**src/rtl/seg7_scan_driver.sv**
```systemverilog
// Time-multiplexed N-digit seven-segment driver with tear-free frame updates,
// anti-ghost blanking gap, leading-zero blanking and decimal points.
module seg7_scan_driver #(
  parameter int NUM_DIGITS     = 4,
  parameter int DIV_WIDTH      = 16,
  parameter int BLANK_CYCLES   = 2,
  parameter bit ACTIVE_LOW_SEG = 1'b0,
  parameter bit ACTIVE_LOW_DIG = 1'b0
) (
  input  logic                    clk,
  input  logic                    rst_n,
  input  logic                    enable,
  input  logic                    load,
  input  logic [4*NUM_DIGITS-1:0] value,
  input  logic [NUM_DIGITS-1:0]   dp_in,
  input  logic                    lz_blank,
  input  logic [DIV_WIDTH-1:0]    div_limit,
  output logic [6:0]              seg,
  output logic                    dp,
  output logic [NUM_DIGITS-1:0]   dig_sel,
  output logic                    frame_done
);

  localparam int IDX_W = (NUM_DIGITS > 1) ? $clog2(NUM_DIGITS) : 1;
  localparam int GAP_W = (BLANK_CYCLES > 1) ? $clog2(BLANK_CYCLES) : 1;
  localparam logic [IDX_W-1:0] LAST_IDX = IDX_W'(NUM_DIGITS - 1);
  localparam logic [GAP_W-1:0] LAST_GAP = GAP_W'((BLANK_CYCLES > 0) ? BLANK_CYCLES - 1 : 0);

  // {g,f,e,d,c,b,a}, 1 = lit
  localparam logic [6:0] SEG_LUT [16] = '{
    7'h3F, 7'h06, 7'h5B, 7'h4F, 7'h66, 7'h6D, 7'h7D, 7'h07,
    7'h7F, 7'h6F, 7'h77, 7'h7C, 7'h39, 7'h5E, 7'h79, 7'h71
  };

  typedef enum logic [1:0] {IDLE, SHOW, GAP} state_t;

  // A digit is a leading zero when it and every more-significant nibble are 0;
  // digit 0 always shows so a zero value still reads "0".
  function automatic logic [6:0] digit_seg(input logic [4*NUM_DIGITS-1:0] val,
                                           input logic                    lz,
                                           input logic [IDX_W-1:0]        i);
    logic lead_zero;
    lead_zero = lz && (i != '0);
    for (int j = 0; j < NUM_DIGITS; j++) begin
      if (j >= int'(i) && val[4*j +: 4] != 4'h0) lead_zero = 1'b0;
    end
    return lead_zero ? 7'h00 : SEG_LUT[val[4*i +: 4]];
  endfunction

  state_t                  state;
  logic [IDX_W-1:0]        idx;
  logic [DIV_WIDTH-1:0]    presc;
  logic [DIV_WIDTH-1:0]    lim;
  logic [GAP_W-1:0]        gap_cnt;
  logic [4*NUM_DIGITS-1:0] pend_val;
  logic [NUM_DIGITS-1:0]   pend_dp;
  logic [4*NUM_DIGITS-1:0] shadow_val;
  logic [NUM_DIGITS-1:0]   shadow_dp;
  logic [6:0]              seg_r;
  logic                    dp_r;
  logic [NUM_DIGITS-1:0]   dig_r;
  logic                    frame_done_r;

  logic                    wrap;
  logic                    advance;
  logic [IDX_W-1:0]        next_idx;
  logic [4*NUM_DIGITS-1:0] next_val;
  logic [NUM_DIGITS-1:0]   next_dp;

  // NOTE: every variable gets a value on every path of always_comb, so no latch is inferred.
  always_comb begin
    wrap     = (idx == LAST_IDX);
    next_idx = wrap ? '0 : idx + 1'b1;
    advance  = enable && (((state == SHOW) && (presc == lim) && (BLANK_CYCLES == 0)) ||
                          ((state == GAP) && (gap_cnt == LAST_GAP)));
    // A load landing on the frame boundary bypasses pending straight into shadow.
    next_val = shadow_val;
    next_dp  = shadow_dp;
    if (wrap) begin
      next_val = load ? value : pend_val;
      next_dp  = load ? dp_in : pend_dp;
    end
  end

  // NOTE: state is updated with non-blocking assignments only; the async reset clears every register.
  always_ff @(posedge clk or negedge rst_n) begin
    if (!rst_n) begin
      state        <= IDLE;
      idx          <= '0;
      presc        <= '0;
      lim          <= '0;
      gap_cnt      <= '0;
      pend_val     <= '0;
      pend_dp      <= '0;
      shadow_val   <= '0;
      shadow_dp    <= '0;
      seg_r        <= '0;
      dp_r         <= 1'b0;
      dig_r        <= '0;
      frame_done_r <= 1'b0;
    end else begin
      frame_done_r <= 1'b0;
      if (load) begin
        pend_val <= value;
        pend_dp  <= dp_in;
      end

      if (!enable) begin
        state   <= IDLE;
        idx     <= '0;
        presc   <= '0;
        gap_cnt <= '0;
        seg_r   <= '0;
        dp_r    <= 1'b0;
        dig_r   <= '0;
      end else begin
        case (state)
          IDLE: begin
            state <= SHOW;
            idx   <= '0;
            presc <= '0;
            lim   <= div_limit;
            seg_r <= digit_seg(shadow_val, lz_blank, '0);
            dp_r  <= shadow_dp[0];
            dig_r <= NUM_DIGITS'(1);
          end
          SHOW: begin
            // div_limit is latched on entry so a mid-digit change cannot cut SHOW short.
            if (presc != lim) begin
              presc <= presc + 1'b1;
            end else if (BLANK_CYCLES != 0) begin
              state   <= GAP;
              gap_cnt <= '0;
              seg_r   <= '0;
              dp_r    <= 1'b0;
              dig_r   <= '0;
            end
          end
          GAP: begin
            if (gap_cnt != LAST_GAP) gap_cnt <= gap_cnt + 1'b1;
          end
          default: state <= IDLE;
        endcase

        if (advance) begin
          state <= SHOW;
          idx   <= next_idx;
          presc <= '0;
          lim   <= div_limit;
          seg_r <= digit_seg(next_val, lz_blank, next_idx);
          dp_r  <= next_dp[next_idx];
          dig_r <= NUM_DIGITS'(1) << next_idx;
          if (wrap) begin
            frame_done_r <= 1'b1;
            shadow_val   <= next_val;
            shadow_dp    <= next_dp;
          end
        end
      end
    end
  end

  // Pin polarity is applied after the registers.
  assign seg        = ACTIVE_LOW_SEG ? ~seg_r : seg_r;
  assign dp         = ACTIVE_LOW_SEG ? ~dp_r  : dp_r;
  assign dig_sel    = ACTIVE_LOW_DIG ? ~dig_r : dig_r;
  assign frame_done = frame_done_r;

endmodule

```
**config.mk**
```make
export PLATFORM = sky130hd
export DESIGN_NAME = seg7_scan_driver
export DESIGN_NICKNAME = d
export VERILOG_FILES = /design/src/rtl/seg7_scan_driver.sv
export SDC_FILE = /design/constraint.sdc
export NUM_CORES = 1
export LEC_CHECK = 0
export CORE_MARGIN = 2
export CORE_UTILIZATION = 40
export DETAILED_ROUTE_END_ITERATION = 6
export SYNTH_ARGS = -nofsm -noshare
export SYNTH_HDL_FRONTEND = slang
export SYNTH_SLANG_ARGS = --single-unit
```
**constraint.sdc**
```tcl
create_clock -name clk -period 4.2 [get_ports clk]
set_input_delay 0.84 -clock clk [delete_from_list [all_inputs] [get_ports clk]]
set_output_delay 0.84 -clock clk [all_outputs]
set_load 0.02 [all_outputs]
```
[Yosys cells after proc, flatten, opt, wreduce, memory -nomap -nowiden]
Memory sizes are Yosys's and may differ from the RTL's.
Index checks and enable logic that the tools add are counted.
Widths: inputs -> output; s select.
Word-level totals
  register bits after elaboration: 90
  latch bits: 0
  memory bits (writable): 0
  bits in read-only memories: 224
  output and inout port bits: 13
  word-level logic and storage cells: 110
  memories kept: 2
Cells by class
  add/sub/neg operators: 3
  multipliers: 0
  divide/modulo/power cells: 0
  magnitude comparators: 6
  equal/unequal tests: 11
  shift operators: 2
  mux-type cells: 52
  bitwise operators: 2
  reductions and logical operators: 19
Memory list
  (name not given): words 16, width 7, rd ports 1, clocked after Yosys merged registers in 0, wr ports 0, line 47  | return lead_zero ? 7'h00 : SEG_LUT[val[4*i +: 4]];
  (name not given): words 16, width 7, rd ports 1, clocked after Yosys merged registers in 0, wr ports 0, line 47
Operators by type and width (count)
  $mux 16: 7
  $mux 7: 9
  $pmux 16 s2: 1
  $mux 4: 5
  $mux 1: 17
  $add 16x1->16 const B: 1
  $ne 16x16->1: 1
  $reduce_bool 4->1: 4
  $shiftx 16x5->4: 1
  $mux 2: 7
  $pmux 7 s2: 1
  $ge 5x5->1 const B: 2
  $not 4->5: 2
  $reduce_and 2->1: 5
  $pmux 4 s2: 1
  $logic_and 1x1->1: 6
  $ne 3x1->1 const B: 2
  $ne 3x3->1 const B: 2
  $pmux 2 s3: 1
  $eq 2x2->1 const B: 2
  $ge 1x2->1 const A: 2
  $ne 4x1->1 const B: 1
  $ne 4x3->1 const B: 1
  $ne 4x4->1 const B: 1
  11 further kinds: 13

[Logic depth before layout (Yosys ltp)]
  depth after elaboration: 13
  mapped depth: 13
  depth with buffers taken out: 11

[Least setup slack after synthesis]
Ideal clock, no wire load.
  path kind: register -> register
  from: reg idx[0]
  to: reg seg_r[3], in the netlist seg[3]
  arrival time: 2.921 ns
  data required time: 4.077 ns
  setup slack: 1.156 ns
  cell stages (with the launch flop): 14
  buffers on the path: 2
  cell sequence: dfrtp_1 > buf_2 > inv_1 > ha_1 > buf_2 > nor2b_1 > a22o_1 > a211oi_2 > inv_1 > ha_1 > a21boi_1 > nor3_1 > nor3b_2 > o221a_1
Between the ends
  longest elaborated chain between the ends: 13
  elaborated cells between the ends (all ways): 30
  classes of those cells: add/sub (1); order compare (3); eq/ne (1); shift (1); mux (13); bitwise (1); reduce/logical (9); memory (1)
RTL lines
  from (decl): line 51  | logic [IDX_W-1:0] idx;
  from (signal assigned): line 147  | idx <= next_idx;
  branches (longest 10 deep; another with $mem_v2 16x7)
  $mux 7 *: line 47
  $mux 7 *: line 145  | if (advance) begin
  $mux 7 *: line 108  | if (!enable) begin
  to (signal assigned): line 123  | seg_r <= digit_seg(shadow_val, lz_blank, '0);
  to (signal assigned): line 150  | seg_r <= digit_seg(next_val, lz_blank, next_idx);
  to (decl): line 59  | logic [6:0] seg_r;
Mark *: on every way between the ends. The select of a mux whose other input is x is not followed.
A chain may end at the register's enable or synchronous reset.

[Worst setup path after layout]
  from: in load
  to: reg seg_r[5], in the netlist seg[5]
Between the ends
  longest elaborated chain between the ends: 13
  elaborated cells between the ends (all ways): 23
  classes of those cells: shift (1); mux (13); bitwise (1); reduce/logical (7); memory (1)
RTL lines
  from (decl): line 13  | input logic load,
  $mux 16 *
  $mux 16 *: line 79  | if (wrap) begin
  branches (longest 8 deep; another with $mem_v2 16x7)
  $mux 7 *: line 47
  $mux 7 *: line 145
  $mux 7 *: line 108
Marks and branches as above.

==> run metrics <==
setup tns final=0 ps; Global Route Usage Sum=0.180; # placed instances=around 700; vias in the first global route=approximately 3800; DIE WIDTH=about 120 µm; DRC=0; Root Buffer=clkbuf_16; Ant. Diodes=0; Fin Clk Skew=9.90 ps; Initial Utilization=0.406; Max Buffers Root-to-Sink=2; via count=3808; leakage=about 2.6 nW; critical path capture point type=flip-flop; Design Area, Final=slightly above 6000 µm²; I/O Pins=54; Pins Over Slew Limit=0; Util after Layout=0.484; register area share after synthesis=0.445; TritonCTS clock tree=yes; largest net degree at the start of global routing=82; Post-synth EDFFs=0; Port Buf Inserts=53; Min-Delay Path Class=flip-flop to flip-flop; min cycle time layout=between 3000 and 4000 ps; Synth cell types=60; Synth Instances=between 400 and 500; Synth Register Bits=90; ys flop type=dfrtp_1; H-tree Lvls=3; Area Overhead vs Synth=19.3%; antenna viol nets, final=0; Slew headroom=0.312; critical path peak fanout=9; quantity of gates resized following cts=0; non-filler cells, final=between 600 and 700; post-synthesis cell area=~5100 µm²; Core Area=roughly 12000 µm²; crit share post-route=0.815; Synth Area per Inst=between 10 and 15 µm²; DRT Pass-1 Iters=4; Worst EP arrival=roughly 3600 ps; fraction of registers with async set/reset=1.00; fraction of layout cells with a size suffix above 1=0.148; die area=13600 µm²; status=completed; post-DR wirelength/cell=between 15 and 20 µm; synth warn=0; Inserted Clock Buffers=9; die height=between 100 and 150 µm; Worst EP required=about 4400 ps; fillcell total=1204; antenna violations before repair=0; Hold Vio Cnt, Final=0; Reg clk slew, reported paths=roughly 60 ps; global route total overflow=0; Max rail drop VDD=186 µV; GPL Wtd Cong=between 0.8 and 0.9; # setup viols final=0; Worst Tran Pin Value=between 1000 and 1500 ps; top achievable clock speed=just under 300 MHz; Post-CTS Setup Bufs=0; DP Area=about 5700 µm²; Pwr Total=about 2.1 mW; max_cap viols=0; RSZ-0062 raised after global routing=false; Rows=slightly above 40; vias per cell=~5.5; Hold Buf Count CTS=0; initial drt markers=roughly 200; WL final=~12000 µm; PwrDens=348 nW/µm²; CP Launch Type=input port; Setup CP Type=input port to flip-flop; Layout Nets=between 500 and 600; DP Wirelength=8380 µm; post-synth net total=~540; clk sinks=90; first-pass GRT wire length=19000 µm; Worst-Skew Late Latency=350 ps
## cell type report
type	count	area, µm²	area share
Clock buffer	12	267	0.0441
Clock inverter	4	48.8	0.00808
Inverter	20	75.1	0.0124
Multi-Input combinational cell	340	2600	0.430
Sequential cell	90	2250	0.373
Tap cell	172	215	0.0356
Timing Repair Buffer	60	581	0.0962
## cells in the mapped netlist, drive strengths merged (9+ instances only)
| master | instances | area (µm²) |
|---|---|---|
| nor3 | 9 | 45.0 |
| buf | 14 | 87.6 |
| nor4 | 9 | 62.6 |
| dfrtp | 90 | 2250 |
| nand2 | 39 | 146 |
| a21oi | 20 | 100 |
| clkbuf | 13 | 48.8 |
| a2111o | 9 | 101 |
| o21ai | 25 | 129 |
| mux2i | 17 | 170 |
| nand3 | 18 | 90.1 |
| inv | 20 | 75.1 |
| xor2 | 16 | 140 |
| ha | 18 | 225 |
| mux2 | 50 | 571 |
| nor2 | 23 | 86.3 |
## logic make-up (layout without fill, tap and decap cells)
group,count (synthesis),in the layout,synth area share
flops,90,90,0.445
compound gates,102,102,0.150
mux,69,69,0.155
buf+inv,47,96,0.0418
fa+ha+maj,18,18,0.0445
xor+xnor,17,17,0.0294
simple gates,134,134,0.135
## flip-flops by register name, summed over array words and instances, names as in the netlist, 2 cells and up
signal / flops
seg: 7
idx: 2
pend_dp: 4
presc: 16
shadow_val: 16
dig_sel: 4
shadow_dp: 4
lim: 16
pend_val: 16
state: 2
## metal layers
| layer | vias up | wire (µm) | GRT usage |
|---|---|---|---|
| met5 | - | 0 | 0 |
| met4 | 0 | 91 | 0.0333 |
| met3 | 9 | 485 | 0.0441 |
| met2 | 88 | 5690 | 0.310 |
| met1 | 1873 | 5360 | 0.233 |
| li1 | 1838 | - | - |
## path summary, 6_finish.rpt
| check | startpoint | end | depth (start not counted) | slack [ps] |
|---|---|---|---|---|
| max reg2reg | idx[0] | seg[1] | 11 | 930 |
| min in group asynchronous | rst_n | state[0] | 1 | 670 |
| max | load | seg[5] | 10 | 780 |
| min | pend_dp[3] | pend_dp[3] | 1 | 500 |
| max in group asynchronous | rst_n | presc[4] | 2 | 2790 |
| min reg2reg | pend_dp[3] | pend_dp[3] | 1 | 500 |
## per-stage QoR
stage	hold slack, ps	setup WS (ps)
6_report	495	776
2_1_floorplan	458	1160
3_5_place_dp	483	480
4_1_cts	498	840
5_1_grt	519	657
3_3_place_gp	477	565
## where the power goes
group	internal (mW)	switching, mW	total, mW
Clock	0.509	0.336	0.845
Combinational	0.137	0.144	0.281
Sequential	0.934	0.0428	0.977
## critical path: stages
cell and delay, ps:
clkdlybuf4s50_1 760, mux2_2 410, mux4_2 560, inv_1 140, ha_1 180, inv_1 80
nor3_1 270, a21oi_1 80, o221ai_1 190, a31oi_1 110
## layout by cell type, fill, tap and decap left out, drive strengths merged, types with 4 or more instances in the layout
master / instances
a22o: 6
nor3: 9
or4: 4
o211ai: 5
nand2: 39
nand4: 5
a21oi: 20
o2111ai: 6
inv: 20
o21ai: 25
nand3: 18
a2111o: 9
o311ai: 4
a31oi: 6
and3: 6
clkbuf: 12
ha: 18
clkdlybuf4s50: 52
nor2: 23
xor2: 16
buf: 8
mux2: 50
nor4: 9
nand2b: 5
nor2b: 5
mux2i: 17
dfrtp: 90
and2: 4
Power figures use the tool's default switching activity.
